**src/rtl/hazard_controller.sv**
```systemverilog
// -----------------------------------------------------------------------------
// hazard_controller
//   Pipeline hazard unit for a five-stage MIPS-style core. It tracks the
//   instructions in EX, MEM and WB in a small scoreboard and from it:
//     - detects data hazards against the instruction in ID and stalls,
//     - applies control-flow flushes (taken branch, jr, j/jal),
//     - selects ALU operand forwarding paths (optional feature),
//     - counts stall and flush cycles in saturating 16-bit counters.
//
//   Optional feature macro: HAZARD_FORWARDING_EN
//     defined   : EX operands forwarded from MEM (01) / WB (10); only a
//                 load in EX whose result ID needs causes a stall.
//     undefined : FwdA/FwdB tied to 00; ID stalls while any in-flight
//                 producer in EX, MEM or WB matches one of its sources.
//
//   Ports
//     Clk, Reset                  clock, asynchronous active-high reset
//     ID_Rs, ID_Rt, ID_UseRs/Rt   ID source registers and their use bits
//     ID_Dest, ID_RegWrite,
//     ID_MemRead                  ID destination / writes-reg / is-load
//     ID_Jump, EX_Jr, M_PCSrc     j/jal in ID, jr in EX, taken branch in MEM
//     PC_Write, IFID_Write        PC and IF/ID update enables
//     IFID_Flush, IDEX_Flush,
//     EXMEM_Flush                 bubble insertion on the next edge
//     FwdA, FwdB                  00 regfile, 01 EX/MEM, 10 MEM/WB
//     State                       00 BOOT, 01 RUN, 10 STALL, 11 FLUSH
//     StallCount, FlushCount      saturating event counters
// -----------------------------------------------------------------------------
module hazard_controller (
  input  logic        Clk,
  input  logic        Reset,
  input  logic [4:0]  ID_Rs,
  input  logic [4:0]  ID_Rt,
  input  logic        ID_UseRs,
  input  logic        ID_UseRt,
  input  logic [4:0]  ID_Dest,
  input  logic        ID_RegWrite,
  input  logic        ID_MemRead,
  input  logic        ID_Jump,
  input  logic        EX_Jr,
  input  logic        M_PCSrc,
  output logic        PC_Write,
  output logic        IFID_Write,
  output logic        IFID_Flush,
  output logic        IDEX_Flush,
  output logic        EXMEM_Flush,
  output logic [1:0]  FwdA,
  output logic [1:0]  FwdB,
  output logic [1:0]  State,
  output logic [15:0] StallCount,
  output logic [15:0] FlushCount
);

  typedef enum logic [1:0] {
    ST_BOOT  = 2'b00,
    ST_RUN   = 2'b01,
    ST_STALL = 2'b10,
    ST_FLUSH = 2'b11
  } state_e;

  typedef struct packed {
    logic       valid;
    logic       regwrite;
    logic       memread;
    logic [4:0] dest;
    logic [4:0] rs;
    logic [4:0] rt;
    logic       use_rs;
    logic       use_rt;
  } slot_t;

  // A slot produces a value for a source only if it really writes a
  // non-zero register and the consumer actually reads that source.
  function automatic logic slot_match(input slot_t s, input logic [4:0] src,
                                      input logic use_src);
    return s.valid && s.regwrite && (s.dest != 5'd0) && (s.dest == src) && use_src;
  endfunction

  state_e      state_q, state_d;
  logic        boot_arm_q, boot_arm_d;
  slot_t       ex_q, ex_d, mem_q, mem_d, wb_q, wb_d;
  logic [15:0] stall_count_q, stall_count_d;
  logic [15:0] flush_count_q, flush_count_d;
  logic        hazard_stall;
  logic        stall_inc;
  logic        flush_inc;
  logic        unused_wb_bits;

  // The WB slot only needs its producer fields; its consumer fields retire.
  assign unused_wb_bits = ^{wb_q.memread, wb_q.rs, wb_q.rt, wb_q.use_rs, wb_q.use_rt};

  assign State      = state_q;
  assign StallCount = stall_count_q;
  assign FlushCount = flush_count_q;

  // Data-hazard detection and operand forwarding selection.
  always_comb begin
    hazard_stall = 1'b0;
    FwdA         = 2'b00;
    FwdB         = 2'b00;
`ifdef HAZARD_FORWARDING_EN
    // Only a load still in EX cannot be forwarded in time.
    hazard_stall = ex_q.memread &&
                   (slot_match(ex_q, ID_Rs, ID_UseRs) || slot_match(ex_q, ID_Rt, ID_UseRt));
    // The younger producer in MEM wins over the older one in WB.
    if (slot_match(mem_q, ex_q.rs, ex_q.use_rs)) begin
      FwdA = 2'b01;
    end else if (slot_match(wb_q, ex_q.rs, ex_q.use_rs)) begin
      FwdA = 2'b10;
    end else begin
      FwdA = 2'b00;
    end
    if (slot_match(mem_q, ex_q.rt, ex_q.use_rt)) begin
      FwdB = 2'b01;
    end else if (slot_match(wb_q, ex_q.rt, ex_q.use_rt)) begin
      FwdB = 2'b10;
    end else begin
      FwdB = 2'b00;
    end
`else
    // Without bypass paths ID waits until the producer has left WB.
    hazard_stall = slot_match(ex_q,  ID_Rs, ID_UseRs) || slot_match(ex_q,  ID_Rt, ID_UseRt) ||
                   slot_match(mem_q, ID_Rs, ID_UseRs) || slot_match(mem_q, ID_Rt, ID_UseRt) ||
                   slot_match(wb_q,  ID_Rs, ID_UseRs) || slot_match(wb_q,  ID_Rt, ID_UseRt);
`endif
  end

  // Control FSM next state and prioritised pipeline control outputs.
  always_comb begin
    PC_Write    = 1'b1;
    IFID_Write  = 1'b1;
    IFID_Flush  = 1'b0;
    IDEX_Flush  = 1'b0;
    EXMEM_Flush = 1'b0;
    state_d     = state_q;
    boot_arm_d  = boot_arm_q;
    stall_inc   = 1'b0;
    flush_inc   = 1'b0;
    case (state_q)
      ST_BOOT: begin
        // The first edge after reset release arms BOOT, the second leaves it.
        PC_Write    = 1'b0;
        IFID_Write  = 1'b0;
        IFID_Flush  = 1'b1;
        IDEX_Flush  = 1'b1;
        EXMEM_Flush = 1'b1;
        boot_arm_d  = 1'b1;
        state_d     = boot_arm_q ? ST_RUN : ST_BOOT;
      end
      ST_RUN, ST_STALL, ST_FLUSH: begin
        if (M_PCSrc) begin
          IFID_Flush  = 1'b1;
          IDEX_Flush  = 1'b1;
          EXMEM_Flush = 1'b1;
          flush_inc   = 1'b1;
          state_d     = ST_FLUSH;
        end else if (EX_Jr) begin
          IFID_Flush  = 1'b1;
          IDEX_Flush  = 1'b1;
          flush_inc   = 1'b1;
          state_d     = ST_FLUSH;
        end else if (hazard_stall) begin
          PC_Write    = 1'b0;
          IFID_Write  = 1'b0;
          IDEX_Flush  = 1'b1;
          stall_inc   = 1'b1;
          state_d     = ST_STALL;
        end else if (ID_Jump) begin
          IFID_Flush  = 1'b1;
          flush_inc   = 1'b1;
          state_d     = ST_FLUSH;
        end else begin
          state_d     = ST_RUN;
        end
      end
      default: begin
        state_d = ST_BOOT;
      end
    endcase
  end

  // Scoreboard advance: flushed or stalled stages receive a bubble.
  always_comb begin
    ex_d  = '0;
    mem_d = '0;
    wb_d  = mem_q;
    if (IDEX_Flush) begin
      ex_d = '0;
    end else begin
      ex_d = '{valid: 1'b1, regwrite: ID_RegWrite, memread: ID_MemRead, dest: ID_Dest,
               rs: ID_Rs, rt: ID_Rt, use_rs: ID_UseRs, use_rt: ID_UseRt};
    end
    if (EXMEM_Flush) begin
      mem_d = '0;
    end else begin
      mem_d = ex_q;
    end
  end

  // Saturating event counters, at most one increment per cycle each.
  always_comb begin
    stall_count_d = stall_count_q;
    flush_count_d = flush_count_q;
    if (stall_inc && (stall_count_q != 16'hFFFF)) begin
      stall_count_d = stall_count_q + 16'd1;
    end else begin
      stall_count_d = stall_count_q;
    end
    if (flush_inc && (flush_count_q != 16'hFFFF)) begin
      flush_count_d = flush_count_q + 16'd1;
    end else begin
      flush_count_d = flush_count_q;
    end
  end

  // State, scoreboard and counter registers.
  always_ff @(posedge Clk or posedge Reset) begin
    if (Reset) begin
      state_q       <= ST_BOOT;
      boot_arm_q    <= 1'b0;
      ex_q          <= '0;
      mem_q         <= '0;
      wb_q          <= '0;
      stall_count_q <= 16'd0;
      flush_count_q <= 16'd0;
    end else begin
      state_q       <= state_d;
      boot_arm_q    <= boot_arm_d;
      ex_q          <= ex_d;
      mem_q         <= mem_d;
      wb_q          <= wb_d;
      stall_count_q <= stall_count_d;
      flush_count_q <= flush_count_d;
    end
  end

endmodule

```
**config.mk**
```make
export PLATFORM = sky130hd
export DESIGN_NAME = hazard_controller
export DESIGN_NICKNAME = d
export VERILOG_FILES = /design/src/rtl/hazard_controller.sv
export SDC_FILE = /design/constraint.sdc
export NUM_CORES = 1
export LEC_CHECK = 0
export ABC_AREA = 1
export BUFFER_PORTS_ARGS = -buffer_cell sky130_fd_sc_hd__buf_2
export CAP_MARGIN = 0
export CORE_MARGIN = 5
export CORE_UTILIZATION = 55
export CTS_CLUSTER_DIAMETER = 30
export CTS_CLUSTER_SIZE = 20
export DETAILED_ROUTE_END_ITERATION = 10
export PLACE_DENSITY = 0.83
export SKIP_CTS_REPAIR_TIMING = 1
export SLEW_MARGIN = 20
export SYNTH_ARGS = -nofsm -noshare
export SYNTH_HDL_FRONTEND = slang
export SYNTH_SLANG_ARGS = --single-unit
```
**constraint.sdc**
```tcl
create_clock -name Clk -period 3.3 [get_ports Clk]
set_input_delay 0.99 -clock Clk [delete_from_list [all_inputs] [get_ports Clk]]
set_output_delay 0.99 -clock Clk [all_outputs]
set_load 0.1 [all_outputs]
```
* Word-level counts from Yosys, hierarchy flattened *
Index checks and enable logic that the tools add are counted.

storage, ports and cells
  register bits = 69
  input bits = 24

cells by class
  eq/ne operators = 11
  multiplexer cells = 27
  reductions and logical operators = 30
  add/sub/neg operators = 2

operators by type and width
  cell                     count
  $mux W20                 2
  $add A16 B1 Y16 const B  2
  $ne A16 B16 Y1 const B   2
  $eq A5 B5 Y1             6
  $logic_and A1 B1 Y1      20
  $mux W1                  16
  $reduce_bool A5 Y1       3
  $mux W2                  4
  $pmux W1 S2              4
  $logic_or A1 B1 Y1       5
  $eq A2 B2 Y1 const B     2
  $pmux W2 S2              1
  $reduce_or A3 Y1         1
  $eq A2 B1 Y1 const B     1
  $logic_not A2 Y1         1

* Depth between registers and ports, before layout *
  depth in word-level cells = 14
  gate-level depth with buffers = 14
  depth with buffers taken out = 13

* Least setup slack after synthesis *
OpenSTA, ideal clock, no wires.

  kind = flip-flop to output port
  from = register state_q[1] (netlist: State[1])
  to = output IDEX_Flush
  path buffers = 0
  arrival time = 3.051 ns
  cell stages (with the launch flop) = 6
  required time = 2.310 ns
  slack = -0.741 ns
  cell sequence = dfrtp_1 > nor2_1 > nor2_1 > clkinv_1 > nor2_1 > nand3_1

between the ends
  cells in the longest elaborated chain, start to end = 3
  elaborated cells between the ends (all ways) = 6

ends and longest elaborated chain
  item                                          line  source
  from (decl)                                   79    state_e state_q, state_d;
  from (signal assigned)                        227   state_q <= state_d;
  $eq A2 B1 Y1 or $eq A2 B2 Y1 (tied branches)  139   case (state_q)
  $reduce_or A3 Y1                              139
  $pmux W1 S2 *                                 139
  to (decl)                                     45    output logic IDEX_Flush,

Every way passes the cells marked *; elsewhere a longest branch is shown, timed or not.

* Worst setup path in the final report *
  from = input ID_Rt[3]
  to = output IFID_Write

between the ends
  cells in the longest elaborated chain, start to end = 12
  elaborated cells between the ends (all ways) = 18

ends and longest elaborated chain
  item                              line  source
  from (decl)                       33    input logic [4:0] ID_Rt,
  $eq A5 B5 Y1                      76    return s.valid && s.regwrite && (s.dest != 5'd0) && (s.dest == src) && use_src;
  $logic_and A1 B1 Y1 (2 in a row)  76
  $logic_or A1 B1 Y1 (2 in a row)   122   hazard_stall = slot_match(ex_q, ID_Rs, ID_UseRs) || slot_match(ex_q, ID_Rt, ID_UseRt) ||
  $logic_or A1 B1 Y1 (2 in a row)   123   slot_match(mem_q, ID_Rs, ID_UseRs) || slot_match(mem_q, ID_Rt, ID_UseRt) ||
  $logic_or A1 B1 Y1 *              124   slot_match(wb_q, ID_Rs, ID_UseRs) || slot_match(wb_q, ID_Rt, ID_UseRt);
  $mux W1 *                         162   end else if (hazard_stall) begin
  $mux W1 *                         157   end else if (EX_Jr) begin
  $mux W1 *                         151   if (M_PCSrc) begin
  $pmux W1 S2 *                     139
  to (decl)                         43    output logic IFID_Write,

Marked as above.

==> qor.csv <==
metric;value;unit
syn2layout_area_growth;20.3;%
hpwl;5480;um
clkLatencyLatePin;0.31;ns
crit_arrival;2.24;ns
final_max_slew_viol_count;0;
place_congestion;0.851;
grt_max_degree;57;
netSwitchingPower;0.717;mW
die_h;87.0;um
clock_sinks;56;
nFillCells;491;
drc;0;
syn_area;3260;sq um
syn_inst;424;
rsz0062_at_grt;yes;
comb_power_share;32.1;%
fmax;0.309;GHz
cts_root_buf;clkbuf_8;
fp.coreArea;5850;sq um
tightest_slew;0.683;ns
register_area;1400;sq um
ys_ff_latch;56;
grt_pass1_wl;12400;um
critPathTopFamily;simple AND/OR/NAND/NOR gates;
grtUsageTotal;20.2;%
die_area;7560;sq um
cpPeakStageDelay;0.19;ns
clock_path_buffers;2;
start_kind;input port;
numCtsBuffers;5;
end_kind;output port;
dr.pass1.iters;4;
post-route-cell-area;3920;sq um
wl;7150;um
die-width;87.0;um
initial_core_util;55.7;%
finalHoldViolCount;0;
cts_tree;yes;
multi_input_area;1680;sq um
worst_ir_drop_vdd;0.000598;V
yosys_warnings;0;
num_rows;28;
power;1.74;mW
antennaDiodeCount;0;
synth_edf_count;0;
portBuffers;61;
ant_nets;0;
cpMaxStageDelayCell;buf_12;
hp-class;flop to flop;
io_pins;67;
vias;2835;
cts.clk_slew.worst_paths;0.10;ns
powerDensity;445;nW/um^2
min_period;3.23;ns
fin_crit_sh;97.9;%
seqPwrFrac;45.5;%
grt_pass1_vias;2829;
crit_fanout;4;
fin_cells;567;
clock_power_share;22.4;%
drt_first_iter_violations;70;
maxCapViolCount;0;
dp_cells;557;
grt_overflow_total;0;
crit_chain;buf_2 -> xor2_1 -> nor2_1 -> nand3_1 -> nand3_2 -> nand2_2 -> nand2_2 -> nand2_4 -> nand2_4 -> clkinvlp_4 -> buf_12;
yosys.cell_types.count;28;
power.leakage;2.12;nW
status;finished, final reports clean;
required;2.31;ns
routed_via_density;5.00;
path_buf_inv;3;
detail_route.wl_per_cell;12.6;um
synth_ff_type;dfrtp_1;
drive_gt1_share;22.6;%
p_int;1.03;mW
antenna_found_initial;0;
switching_share;41.1;%
nets;517;
syn_avg_cell_area;7.68;sq um
final_util;67.0;%
cts_max_level;2;
yosysSeqAreaShare;43.0;%
critPathKind;input port to output port;
clock_skew;0.00695;ns
async_flop_share;100;%
setup_viol;0;
relSlewSlack;54.5;%
place_area;3720;sq um
## Yosys cell counts, types with 2 or more instances
library cell  count  share of area, %
buf_2             4              0.61
buf_4             6               1.4
clkbuf_1          2              0.23
dfrtp_1          56                43
ha_1              2              0.77
inv_1            46               5.3
inv_2             2              0.23
nand2_1         134                15
nand2_2           2              0.38
nand3_1          20               3.1
nand3b_1          3              0.69
nand4_1          20               3.8
nor2_1           51               5.9
nor3_1            4              0.61
nor4_1            2              0.38
o21ai_0           7               1.1
xnor2_1          27               7.3
xor2_1           26               7.0
## registers in the layout (all words and copies together) (netlist names)
signal      flops
FlushCount     16
StallCount     16
ex_q            7
mem_q           7
wb_q            7
State           2
boot_arm_q      1
## logic make-up after synthesis
kind of cell	after synthesis	share of synthesized area (%)
AO/OA/AOI/OAI	9	1.58
XOR/XNOR	53	14.3
adder cells (fa/ha/maj)	2	0.768
buffers and inverters	62	8.22
flip-flops	56	43.0
other	1	0.115
AND/OR/NAND/NOR	241	32.0
## layer usage
layer  global-route usage, %  up-vias  share of wire [%]
met5                       0        -                  0
met1                    25.6     1320                 43
met2                    36.0       64                 51
li1                        -     1443                  -
met4                    5.10        0                1.2
met3                    3.22        8                4.5
## power groups by stage
stage               Combinational, mW  Sequential (mW)  Clock [mW]
floorplan                       0.189             1.06           0
global placement                0.540            0.800           0
detailed placement              0.553            0.805           0
CTS                             0.554            0.792       0.405
global route                    0.598            0.800       0.438
finish                          0.560            0.792       0.391
## layout make-up
class | instances | share of cell area [%]
multi-input cells | 309 | 42.8
flip-flops and latches | 56 | 35.8
repair buffers | 70 | 11.6
inverters | 49 | 4.89
well taps | 75 | 2.39
clock buffers | 6 | 2.11
clock inverters | 2 | 0.383
## layout by cell type, fill, tap and decap left out, types with 9 or more instances in the layout
master | netlist | final
buf_2 | 4 | 54
nand2_1 | 134 | 126
xnor2_1 | 27 | 22
nand2_2 | 2 | 9
buf_4 | 6 | 9
inv_1 | 46 | 41
nand4_1 | 20 | 20
xor2_1 | 26 | 26
nand3_1 | 20 | 17
dfrtp_1 | 56 | 56
nor2_1 | 51 | 50
## stage by stage
stage | hold slack [ns] | setup WS [ns] | TNS (ns)
floorplan | 0.354 | -0.207 | -0.259
global placement | 0.358 | 0.0457 | 0
detailed placement | 0.360 | 0.0214 | 0
CTS | 0.385 | 0.0171 | 0
global route | 0.382 | -0.0308 | -0.0608
finish | 0.379 | 0.0687 | 0
## worst paths after layout
path	slack [ns]	cells after the start	startpoint	end
max	0.07	11	ID_Rt[3]	IFID_Write
min	0.38	0	mem_q[19]	wb_q[19]
max reg2reg	1.37	11	FlushCount[0]	FlushCount[2]
min reg2reg	0.38	0	mem_q[19]	wb_q[19]
max in group asynchronous	1.99	3	Reset	FlushCount[4]
min in group asynchronous	0.86	3	Reset	FlushCount[3]
Power figures use the tool's default switching activity.
